<file path="src/rtl/prf_wr_port_arbiter_if.sv">
// prf_wr_port_arbiter_if: producer write requests and banked PRF write-port outputs
interface prf_wr_port_arbiter_if #(
  parameter int WR_COUNT   = 8,
  parameter int BANK_COUNT = 4,
  parameter int PR_W       = 7,
  parameter int DATA_W     = 64
);
  localparam int SW = $clog2(WR_COUNT);
  localparam int BW = $clog2(BANK_COUNT);
  logic [WR_COUNT-1:0]                wr_req_valid;
  logic [WR_COUNT-1:0][PR_W-1:0]      wr_req_pr;
  logic [WR_COUNT-1:0][DATA_W-1:0]    wr_req_data;
  logic [WR_COUNT-1:0]                wr_req_ready;
  logic [BANK_COUNT-1:0]              prf_wr_valid;
  logic [BANK_COUNT-1:0][PR_W-BW-1:0] prf_wr_upper_pr;
  logic [BANK_COUNT-1:0][PR_W-1:0]    prf_wr_pr;
  logic [BANK_COUNT-1:0][DATA_W-1:0]  prf_wr_data;
  logic [BANK_COUNT-1:0][SW-1:0]      prf_wr_src;
  modport master (
    output wr_req_valid, wr_req_pr, wr_req_data,
    input  wr_req_ready, prf_wr_valid, prf_wr_upper_pr, prf_wr_pr, prf_wr_data, prf_wr_src
  );
  modport slave (
    input  wr_req_valid, wr_req_pr, wr_req_data,
    output wr_req_ready, prf_wr_valid, prf_wr_upper_pr, prf_wr_pr, prf_wr_data, prf_wr_src
  );
endinterface

</file>
<file path="src/rtl/prf_wr_port_arbiter.sv">
// prf_wr_port_arbiter: per-producer FIFOs with independent round-robin grant per PRF bank
module prf_wr_port_arbiter #(
  parameter int WR_COUNT    = 8,
  parameter int BANK_COUNT  = 4,
  parameter int BUF_ENTRIES = 2,
  parameter int PR_W        = 7,
  parameter int DATA_W      = 64
) (
  input logic CLK,
  input logic RST,
  prf_wr_port_arbiter_if.slave bus
);
  localparam int SW = $clog2(WR_COUNT);
  localparam int BW = $clog2(BANK_COUNT);
  localparam int PW = $clog2(BUF_ENTRIES);
  localparam int CW = $clog2(BUF_ENTRIES + 1);

  logic [WR_COUNT-1:0][BUF_ENTRIES-1:0][PR_W-1:0]   buf_pr;
  logic [WR_COUNT-1:0][BUF_ENTRIES-1:0][DATA_W-1:0] buf_data;
  logic [WR_COUNT-1:0][PW-1:0]     rd_ptr, wr_ptr;
  logic [WR_COUNT-1:0][CW-1:0]     cnt, cnt_nxt;
  logic [WR_COUNT-1:0][PR_W-1:0]   head_pr;
  logic [WR_COUNT-1:0][DATA_W-1:0] head_data;
  logic [WR_COUNT-1:0]             push, pop;
  logic [BANK_COUNT-1:0][SW-1:0]   rr_ptr, gnt_idx;
  logic [BANK_COUNT-1:0]           gnt_any;
  logic [SW-1:0]                   sel;

  assign push = bus.wr_req_valid & bus.wr_req_ready;

  always_comb begin
    for (int i = 0; i < WR_COUNT; i++) begin
      head_pr[i]   = buf_pr[i][rd_ptr[i]];
      head_data[i] = buf_data[i][rd_ptr[i]];
      cnt_nxt[i]   = cnt[i] + CW'(push[i]) - CW'(pop[i]);
    end
  end

  // Each bank scans the ring from its own pointer; a head targets one bank, so pops never collide
  always_comb begin
    gnt_any = '0;
    gnt_idx = '0;
    pop     = '0;
    sel     = '0;
    for (int b = 0; b < BANK_COUNT; b++)
      for (int k = 0; k < WR_COUNT; k++) begin
        sel = SW'((int'(rr_ptr[b]) + k) % WR_COUNT);
        if (!gnt_any[b] && cnt[sel] != '0 && head_pr[sel][BW-1:0] == BW'(b)) begin
          gnt_any[b] = 1'b1;
          gnt_idx[b] = sel;
        end
      end
    for (int b = 0; b < BANK_COUNT; b++)
      if (gnt_any[b]) pop[gnt_idx[b]] = 1'b1;
  end

  always_ff @(posedge CLK)
    for (int i = 0; i < WR_COUNT; i++)
      if (push[i]) begin
        buf_pr[i][wr_ptr[i]]   <= bus.wr_req_pr[i];
        buf_data[i][wr_ptr[i]] <= bus.wr_req_data[i];
      end

  always_ff @(posedge CLK or posedge RST)
    if (RST) begin
      cnt                 <= '0;
      rd_ptr              <= '0;
      wr_ptr              <= '0;
      rr_ptr              <= '0;
      bus.wr_req_ready    <= '1;
      bus.prf_wr_valid    <= '0;
      bus.prf_wr_upper_pr <= '0;
      bus.prf_wr_pr       <= '0;
      bus.prf_wr_data     <= '0;
      bus.prf_wr_src      <= '0;
    end else begin
      for (int i = 0; i < WR_COUNT; i++) begin
        cnt[i]              <= cnt_nxt[i];
        bus.wr_req_ready[i] <= cnt_nxt[i] < CW'(BUF_ENTRIES);
        if (push[i]) wr_ptr[i] <= wr_ptr[i] == PW'(BUF_ENTRIES - 1) ? '0 : wr_ptr[i] + 1'b1;
        if (pop[i])  rd_ptr[i] <= rd_ptr[i] == PW'(BUF_ENTRIES - 1) ? '0 : rd_ptr[i] + 1'b1;
      end
      for (int b = 0; b < BANK_COUNT; b++) begin
        bus.prf_wr_valid[b] <= gnt_any[b];
        if (gnt_any[b]) begin
          rr_ptr[b]              <= gnt_idx[b] == SW'(WR_COUNT - 1) ? '0 : gnt_idx[b] + 1'b1;
          bus.prf_wr_pr[b]       <= head_pr[gnt_idx[b]];
          bus.prf_wr_upper_pr[b] <= head_pr[gnt_idx[b]][PR_W-1:BW];
          bus.prf_wr_data[b]     <= head_data[gnt_idx[b]];
          bus.prf_wr_src[b]      <= gnt_idx[b];
        end
      end
    end
endmodule
</file>
<file path="src/flat_wrapper.sv">
// flat-port wrapper written by rule: the top's interface ports become plain ports
module prf_wr_port_arbiter_flat 
#(
  parameter int WR_COUNT    = 8,
  parameter int BANK_COUNT  = 4,
  parameter int BUF_ENTRIES = 2,
  parameter int PR_W        = 7,
  parameter int DATA_W      = 64
)
  (CLK, RST, bus_wr_req_valid, bus_wr_req_pr, bus_wr_req_data, bus_wr_req_ready, bus_prf_wr_valid, bus_prf_wr_upper_pr, bus_prf_wr_pr, bus_prf_wr_data, bus_prf_wr_src);
  prf_wr_port_arbiter_if #(.WR_COUNT(WR_COUNT), .BANK_COUNT(BANK_COUNT), .PR_W(PR_W), .DATA_W(DATA_W)) bus_i ();
  input logic CLK;
  input logic RST;
  input wire logic [$bits(bus_i.wr_req_valid)-1:0] bus_wr_req_valid;
  input wire logic [$bits(bus_i.wr_req_pr)-1:0] bus_wr_req_pr;
  input wire logic [$bits(bus_i.wr_req_data)-1:0] bus_wr_req_data;
  output wire logic [$bits(bus_i.wr_req_ready)-1:0] bus_wr_req_ready;
  output wire logic [$bits(bus_i.prf_wr_valid)-1:0] bus_prf_wr_valid;
  output wire logic [$bits(bus_i.prf_wr_upper_pr)-1:0] bus_prf_wr_upper_pr;
  output wire logic [$bits(bus_i.prf_wr_pr)-1:0] bus_prf_wr_pr;
  output wire logic [$bits(bus_i.prf_wr_data)-1:0] bus_prf_wr_data;
  output wire logic [$bits(bus_i.prf_wr_src)-1:0] bus_prf_wr_src;
  assign bus_i.wr_req_valid = bus_wr_req_valid;
  assign bus_i.wr_req_pr = bus_wr_req_pr;
  assign bus_i.wr_req_data = bus_wr_req_data;
  assign bus_wr_req_ready = bus_i.wr_req_ready;
  assign bus_prf_wr_valid = bus_i.prf_wr_valid;
  assign bus_prf_wr_upper_pr = bus_i.prf_wr_upper_pr;
  assign bus_prf_wr_pr = bus_i.prf_wr_pr;
  assign bus_prf_wr_data = bus_i.prf_wr_data;
  assign bus_prf_wr_src = bus_i.prf_wr_src;
  prf_wr_port_arbiter #(.WR_COUNT(WR_COUNT), .BANK_COUNT(BANK_COUNT), .BUF_ENTRIES(BUF_ENTRIES), .PR_W(PR_W), .DATA_W(DATA_W)) u_core (.CLK(CLK), .RST(RST), .bus(bus_i));
endmodule
</file>
<file path="config.mk">
export PLATFORM = sky130hd
export DESIGN_NAME = prf_wr_port_arbiter_flat
export DESIGN_NICKNAME = d
export VERILOG_FILES = /design/src/rtl/prf_wr_port_arbiter_if.sv /design/src/rtl/prf_wr_port_arbiter.sv /design/src/flat_wrapper.sv
export SDC_FILE = /design/constraint.sdc
export NUM_CORES = 2
export LEC_CHECK = 0
export ABC_CLOCK_PERIOD_IN_PS = 13600
export CORE_AREA = 10 10 516 518
export DETAILED_ROUTE_END_ITERATION = 10
export DIE_AREA = 0 0 526 528
export PLACE_DENSITY_LB_ADDON = 0.1
export SKIP_LAST_GASP = 1
export SLEW_MARGIN = 40
export SYNTH_ARGS = -nofsm -noshare
export SYNTH_HDL_FRONTEND = slang
export SYNTH_SLANG_ARGS = --single-unit
</file>
<file path="constraint.sdc">
create_clock -name CLK -period 13.6 [get_ports CLK]
set_clock_uncertainty 0.15 [all_clocks]
set_input_delay 2.04 -clock CLK [delete_from_list [all_inputs] [get_ports CLK]]
set_output_delay 2.04 -clock CLK [all_outputs]
set_load 0.02 [all_outputs]
</file>
### After elaboration in Yosys (flattened, before gate mapping)

Index checks and enable logic that the tools add are counted.
Widths: inputs -> output; s select.

| storage, ports and cells | value |
|---|---|
| flip-flop bits (word level) | 1508 |
| bits of input ports | 578 |
| output and inout bits | 328 |
| logic and storage cells | 706 |

| cells by class | value |
|---|---|
| add/sub/neg operators | 64 |
| magnitude comparators | 72 |
| equality and inequality tests | 28 |
| mux-type cells | 320 |
| bitwise gates (word level) | 4 |
| reduce and logical (&&, ||, !) cells | 140 |

Operator list:

| cell | count |
|---|---|
| $mux 64 | 28 |
| $bwmux 128 | 8 |
| $bmux 64 s3 | 4 |
| $bmux 7 s3 | 36 |
| $demux 64 s1 | 8 |
| $mux 7 | 28 |
| $bmux 2 s3 | 32 |
| $lt 3x4->1 const B | 36 |
| $mux 2 | 64 |
| $bwmux 14 | 8 |
| $mux 3 | 36 |
| $logic_and 1x1->1 | 72 |
| $reduce_bool 2->1 | 32 |
| $demux 7 s1 | 8 |
| $mux 1 | 52 |
| $add 3x3->3 const B | 16 |
| $eq 2x2->1 const B | 16 |
| $lt 1x2->1 const B | 16 |
| $mux 8 | 4 |
| $logic_not 1->1 | 28 |
| $add 3x1->3 const B | 8 |
| $add 3x2->3 const B | 8 |
| $or 8x8->8 | 3 |
| $add 1x1->1 const B | 16 |
| 10 further kinds | 61 |

### Longest topological paths before layout

| logic depth | value |
|---|---|
| depth in word-level cells | 48 |
| gate-level depth with buffers | 22 |
| depth with buffers taken out | 18 |

### Least setup slack after synthesis

Ideal clock, no wire load.

| timing path | value |
|---|---|
| path kind | input to register |
| from | input port bus_wr_req_valid[2] |
| to | register u_core.buf_data[256] (netlist bit) (enable) |
| library setup time | 0.500 ns |
| arrival | 5.101 ns |
| data required time | 12.950 ns |
| slack | 7.848 ns |
| stages | 2 |
| path buffers | 0 |
| cell sequence | nand2_1 > nor2_1 |

| on the way | value |
|---|---|
| cells in the longest elaborated chain, start to end | 1 |

RTL lines:

| element | RTL line | source |
|---|---|---|
| from (decl) | flat_wrapper.sv:14 | `input wire logic [$bits(bus_i.wr_req_valid)-1:0] bus_wr_req_valid;` |
| $and 8x8->8 | prf_wr_port_arbiter.sv:29 | `assign push = bus.wr_req_valid & bus.wr_req_ready;` |
| to (signal, indexed assignment) | prf_wr_port_arbiter.sv:61 | `buf_data[i][wr_ptr[i]] <= bus.wr_req_data[i];` |
| to (decl) | prf_wr_port_arbiter.sv:19 | `logic [WR_COUNT-1:0][BUF_ENTRIES-1:0][DATA_W-1:0] buf_data;` |

Every way passes these cells.
A chain may end at the register's enable or synchronous reset.

==> reports/results.txt <==
The run finished with clean final reports. Sorting the synthesized cells by area gives the leading types as sky130_fd_sc_hd__edfxtp_1 (45%), sky130_fd_sc_hd__dfrtp_1 (11%), sky130_fd_sc_hd__mux2i_1 (7.0%). The pre-antenna-repair detailed-routing pass consisted of 10 iterations. The endpoint class of the critical path is a register. Setup violations remaining at the end of the flow were counted as 0. In the layout the commonest cells are sky130_fd_sc_hd__edfxtp_1 (1136), sky130_fd_sc_hd__clkdlybuf4s50_1 (905), sky130_fd_sc_hd__nand2_1 (751), sky130_fd_sc_hd__mux2i_1 (425), sky130_fd_sc_hd__nor2_1 (354). The simple-gate share of the synthesized area works out to 0.08394.

After layout, the minimum clock period comes to 7.227 ns. Entering global routing, the biggest net connects 125 pins. The root buffer cell chosen for the clock tree is sky130_fd_sc_hd__clkbuf_16. The routed design has 423700 um of wire. On the worst path, the slowest cell contributes a delay of 0.82 ns.

Summing every instance area after synthesis gives 76430 um^2. The detail route stage leaves a number of antenna-violating nets equal to 0. The number of max-cap violations came out at 0. 906 I/O pins were placed. For this run, the top clock speed supported by timing is 138.4 MHz.

Together, buffers and inverters on the worst path number 5. Average instance area after synthesis: 12.06 um^2. The run gives 557300 um as the global-route wire length before repair. The critical path required time is 14.18 ns, and the average wire per standard cell is 39.74 um.

Clock tree synthesis inserted a total of 178 buffers. The die is 526 um wide. Total of hold buffers inserted after clock tree synthesis: 0. For the combined global-route utilization of all metal layers, the log shows 0.2917. sky130_fd_sc_hd__edfxtp_1 takes more of the synthesized area than any other cell. The top cell family by delay on the critical path was compound AO/OA/AOI/OAI gates. Post-route clock period utilization: 0.5314. The xor/xnor share of the synthesized area was 0.005272.

The area fraction of the dominant cell type after synthesis was 0.4464; the adder and majority cell fraction of the synthesized area was 0.004257. In this run, synthesis inferred 1136 flip-flops with an integrated enable. Synthesis produced 6337 cells.

The final hold violation count is 0, and the maximum fanout encountered on the critical timing path is 69. The core region is 255800 um^2. Data arrives at the worst endpoint at 7.81 ns. For this design, the slowest cell found on the critical path is sky130_fd_sc_hd__dfrtp_1. For the final routed database, the setup TNS stands at 0 ns. From bottom edge to top edge, the die measures 528 um. The synthesized design contains 1488 register bits. Counting every net in the synthesized netlist gives 6941. At the later pin of the worst-skew pair, clock insertion delay measures 0.86 ns. For this block, the via count after detailed routing is 62000.

The classification of the worst-slack hold path is reg -> reg. The run gives 277700 um^2 as the die footprint. Proportion of layout cells with a drive suffix above 1: 0.1600.

Max-slew headroom at the worst pin: 0.3267. The number of antenna violations at the first check in global routing is 78. The signal on the critical path passes through inv_2, ha_1, o31ai_1, o21ai_0, o22ai_1, o21ai_1, a211oi_1, a2bb2oi_1, nor2_4, buf_4, buf_6, nand2_1, o311ai_1, ha_1, inv_1, ha_1, xnor2_1, xor2_1, inv_1.

Library cell appearing most often on the critical path: sky130_fd_sc_hd__ha_1. After synthesis, the largest family of logic cells by area is multiplexers. The share of synthesized flip-flops with an asynchronous set or reset is 0.2366. Number of remaining DRC errors: 0. The final RePlAce weighted congestion was 0.9519; the measured slew at the worst slew-check pin was 1.008 ns. Dividing the detail-routed via count by the number of cells gives 5.815. The run gives 0.2988 as the initial cell density of the core. The critical path is of the reg -> reg type.

Detailed placement ended at an HPWL of 321400 um. In the final design database the tool counted 7706 nets. TritonCTS built the clock tree.

The number of clock sinks is 1488. The floorplan has 186 rows. CTS built an H-tree with a depth of 4. The share of the synthesized area in compound gates (AO/OA/AOI/OAI) is 0.1422, and the multiplexer share of the synthesized area is 0.1635. Setup repair after global routing left no endpoint under its margin. The tools report the startpoint type of the worst setup path as a register.

After clock tree synthesis, the repair step resized 0 gates. The library cell used most frequently in the layout, excluding fill and tap cells, is sky130_fd_sc_hd__edfxtp_1. During synthesis, Yosys emitted a total of 0 warnings. For the via count of the first global-routing pass, the log shows 61230.

The most used flip-flop cell after synthesis is sky130_fd_sc_hd__edfxtp_1. The total overflow left after global routing is 0. After clock tree synthesis, the setup repair step added 0 buffers. The tools report the max-slew violation count as 0.

Clock-pin slew was measured on the worst setup and hold paths at 0.06 ns. The tools report the sequential share of the synthesized area as 0.5617. No sink is reached through more buffers than the 3 on the longest clock path.

The synthesis-to-finish area growth is 25.71%, and the number of I/O port buffers is 905. The distinct cell type count after synthesis was 100; the number of DRC markers after the initial detailed-route iteration was 6720.
sequential cells by signal (all words and copies together), names as in the netlist, 11 cells and up, named ones only:
register	count
u_core.cnt	16
u_core.buf_data	1024
u_core.bus.prf_wr_pr	26
u_core.bus.prf_wr_data	256
u_core.buf_pr	112
u_core.bus.prf_wr_src	12
u_core.rr_ptr	11
cells in the mapped netlist (13+ instances only):
| master | n |
|---|---|
| sky130_fd_sc_hd__edfxtp_1 | 1136 |
| sky130_fd_sc_hd__nand2_1 | 751 |
| sky130_fd_sc_hd__mux2i_1 | 534 |
| sky130_fd_sc_hd__nor2_1 | 369 |
| sky130_fd_sc_hd__dfrtp_1 | 344 |
| sky130_fd_sc_hd__o21ai_0 | 315 |
| sky130_fd_sc_hd__clkbuf_1 | 272 |
| sky130_fd_sc_hd__mux2_2 | 272 |
| sky130_fd_sc_hd__a21oi_1 | 260 |
| sky130_fd_sc_hd__mux4_2 | 179 |
| sky130_fd_sc_hd__inv_1 | 165 |
| sky130_fd_sc_hd__nand3_1 | 158 |
| sky130_fd_sc_hd__a31oi_1 | 148 |
| sky130_fd_sc_hd__buf_2 | 147 |
| sky130_fd_sc_hd__o211ai_1 | 147 |
| sky130_fd_sc_hd__a211oi_1 | 133 |
| sky130_fd_sc_hd__a32oi_1 | 118 |
| sky130_fd_sc_hd__o22ai_1 | 84 |
| sky130_fd_sc_hd__a22oi_1 | 82 |
| sky130_fd_sc_hd__buf_1 | 73 |
| sky130_fd_sc_hd__nor3_1 | 49 |
| sky130_fd_sc_hd__a311oi_1 | 35 |
| sky130_fd_sc_hd__buf_4 | 35 |
| sky130_fd_sc_hd__o221ai_1 | 34 |
| sky130_fd_sc_hd__o32a_1 | 30 |
| sky130_fd_sc_hd__nand2b_1 | 28 |
| sky130_fd_sc_hd__ha_1 | 26 |
| sky130_fd_sc_hd__xnor2_1 | 24 |
| sky130_fd_sc_hd__and3_1 | 22 |
| sky130_fd_sc_hd__xor2_1 | 22 |
| sky130_fd_sc_hd__and2_1 | 21 |
| sky130_fd_sc_hd__nor3b_1 | 20 |
| sky130_fd_sc_hd__o2bb2ai_1 | 18 |
| sky130_fd_sc_hd__a21o_1 | 15 |
| sky130_fd_sc_hd__a221oi_1 | 15 |
| sky130_fd_sc_hd__o21a_1 | 13 |
| sky130_fd_sc_hd__or2_2 | 13 |
path summary, 6_finish.rpt:
| path | startpoint | end | slack (ns) | depth (start not counted) |
|---|---|---|---|---|
| setup / recovery | u_core.rr_ptr[0] | u_core.cnt[5] | 6.37 | 19 |
| hold / removal | u_core.cnt[9] | u_core.bus.wr_req_ready[4] | 0.31 | 1 |
| setup reg to reg | u_core.rr_ptr[0] | u_core.cnt[5] | 6.37 | 19 |
| hold reg to reg | u_core.cnt[9] | u_core.bus.wr_req_ready[4] | 0.31 | 1 |
| max in group asynchronous | RST | u_core.bus.prf_wr_data[9] | 9.84 | 5 |
| min in group asynchronous | RST | u_core.bus.prf_wr_src[6] | 1.52 | 2 |
metal layers:
metal	global-route usage	up-vias	share of wire
li1	-	25970	-
met1	0.2963	31350	0.33
met2	0.5112	3506	0.50
met3	0.07264	1127	0.074
met4	0.2317	48	0.098
met5	0	-	0.00077
metrics by stage:
stage          std cells  hold WS [ns]  utilization  instance area [um^2]  setup WS [ns]
6_report           10660        0.3116       0.3757                 96080          6.373
3_3_place_gp       10300        0.2928       0.3494                 89350          6.444
2_1_floorplan       6337        0.2645            -                 76430          1.660
3_5_place_dp       10310        0.2941       0.3518                 89970          6.408
5_1_grt            10640        0.3264       0.3755                 96030          6.019
4_1_cts            10640        0.3025       0.3750                 95920          6.352
logic make-up after synthesis:
logic type,after synthesis
flip-flops,1488
AO/OA/AOI/OAI,1592
AND/OR/NAND/NOR,1491
multiplexers,989
buffers and inverters,705
adder cells (fa/ha/maj),26
XOR/XNOR,46
final cells by class:
type / instances / area (um^2)
Multi-Input combinational cell: 4144 / 31340
Sequential cell: 1488 / 42960
Antenna cell: 27 / 67.56
Clock buffer: 237 / 4777
Fill cell: 24650 / 159700
Clock inverter: 93 / 1170
Timing Repair Buffer: 1116 / 10850
Tap cell: 3384 / 4234
Inverter: 174 / 675.6
Power is left out: the tool's default activity adds up to more than one toggle a clock period on the data nets, which glitch-free logic cannot reach.
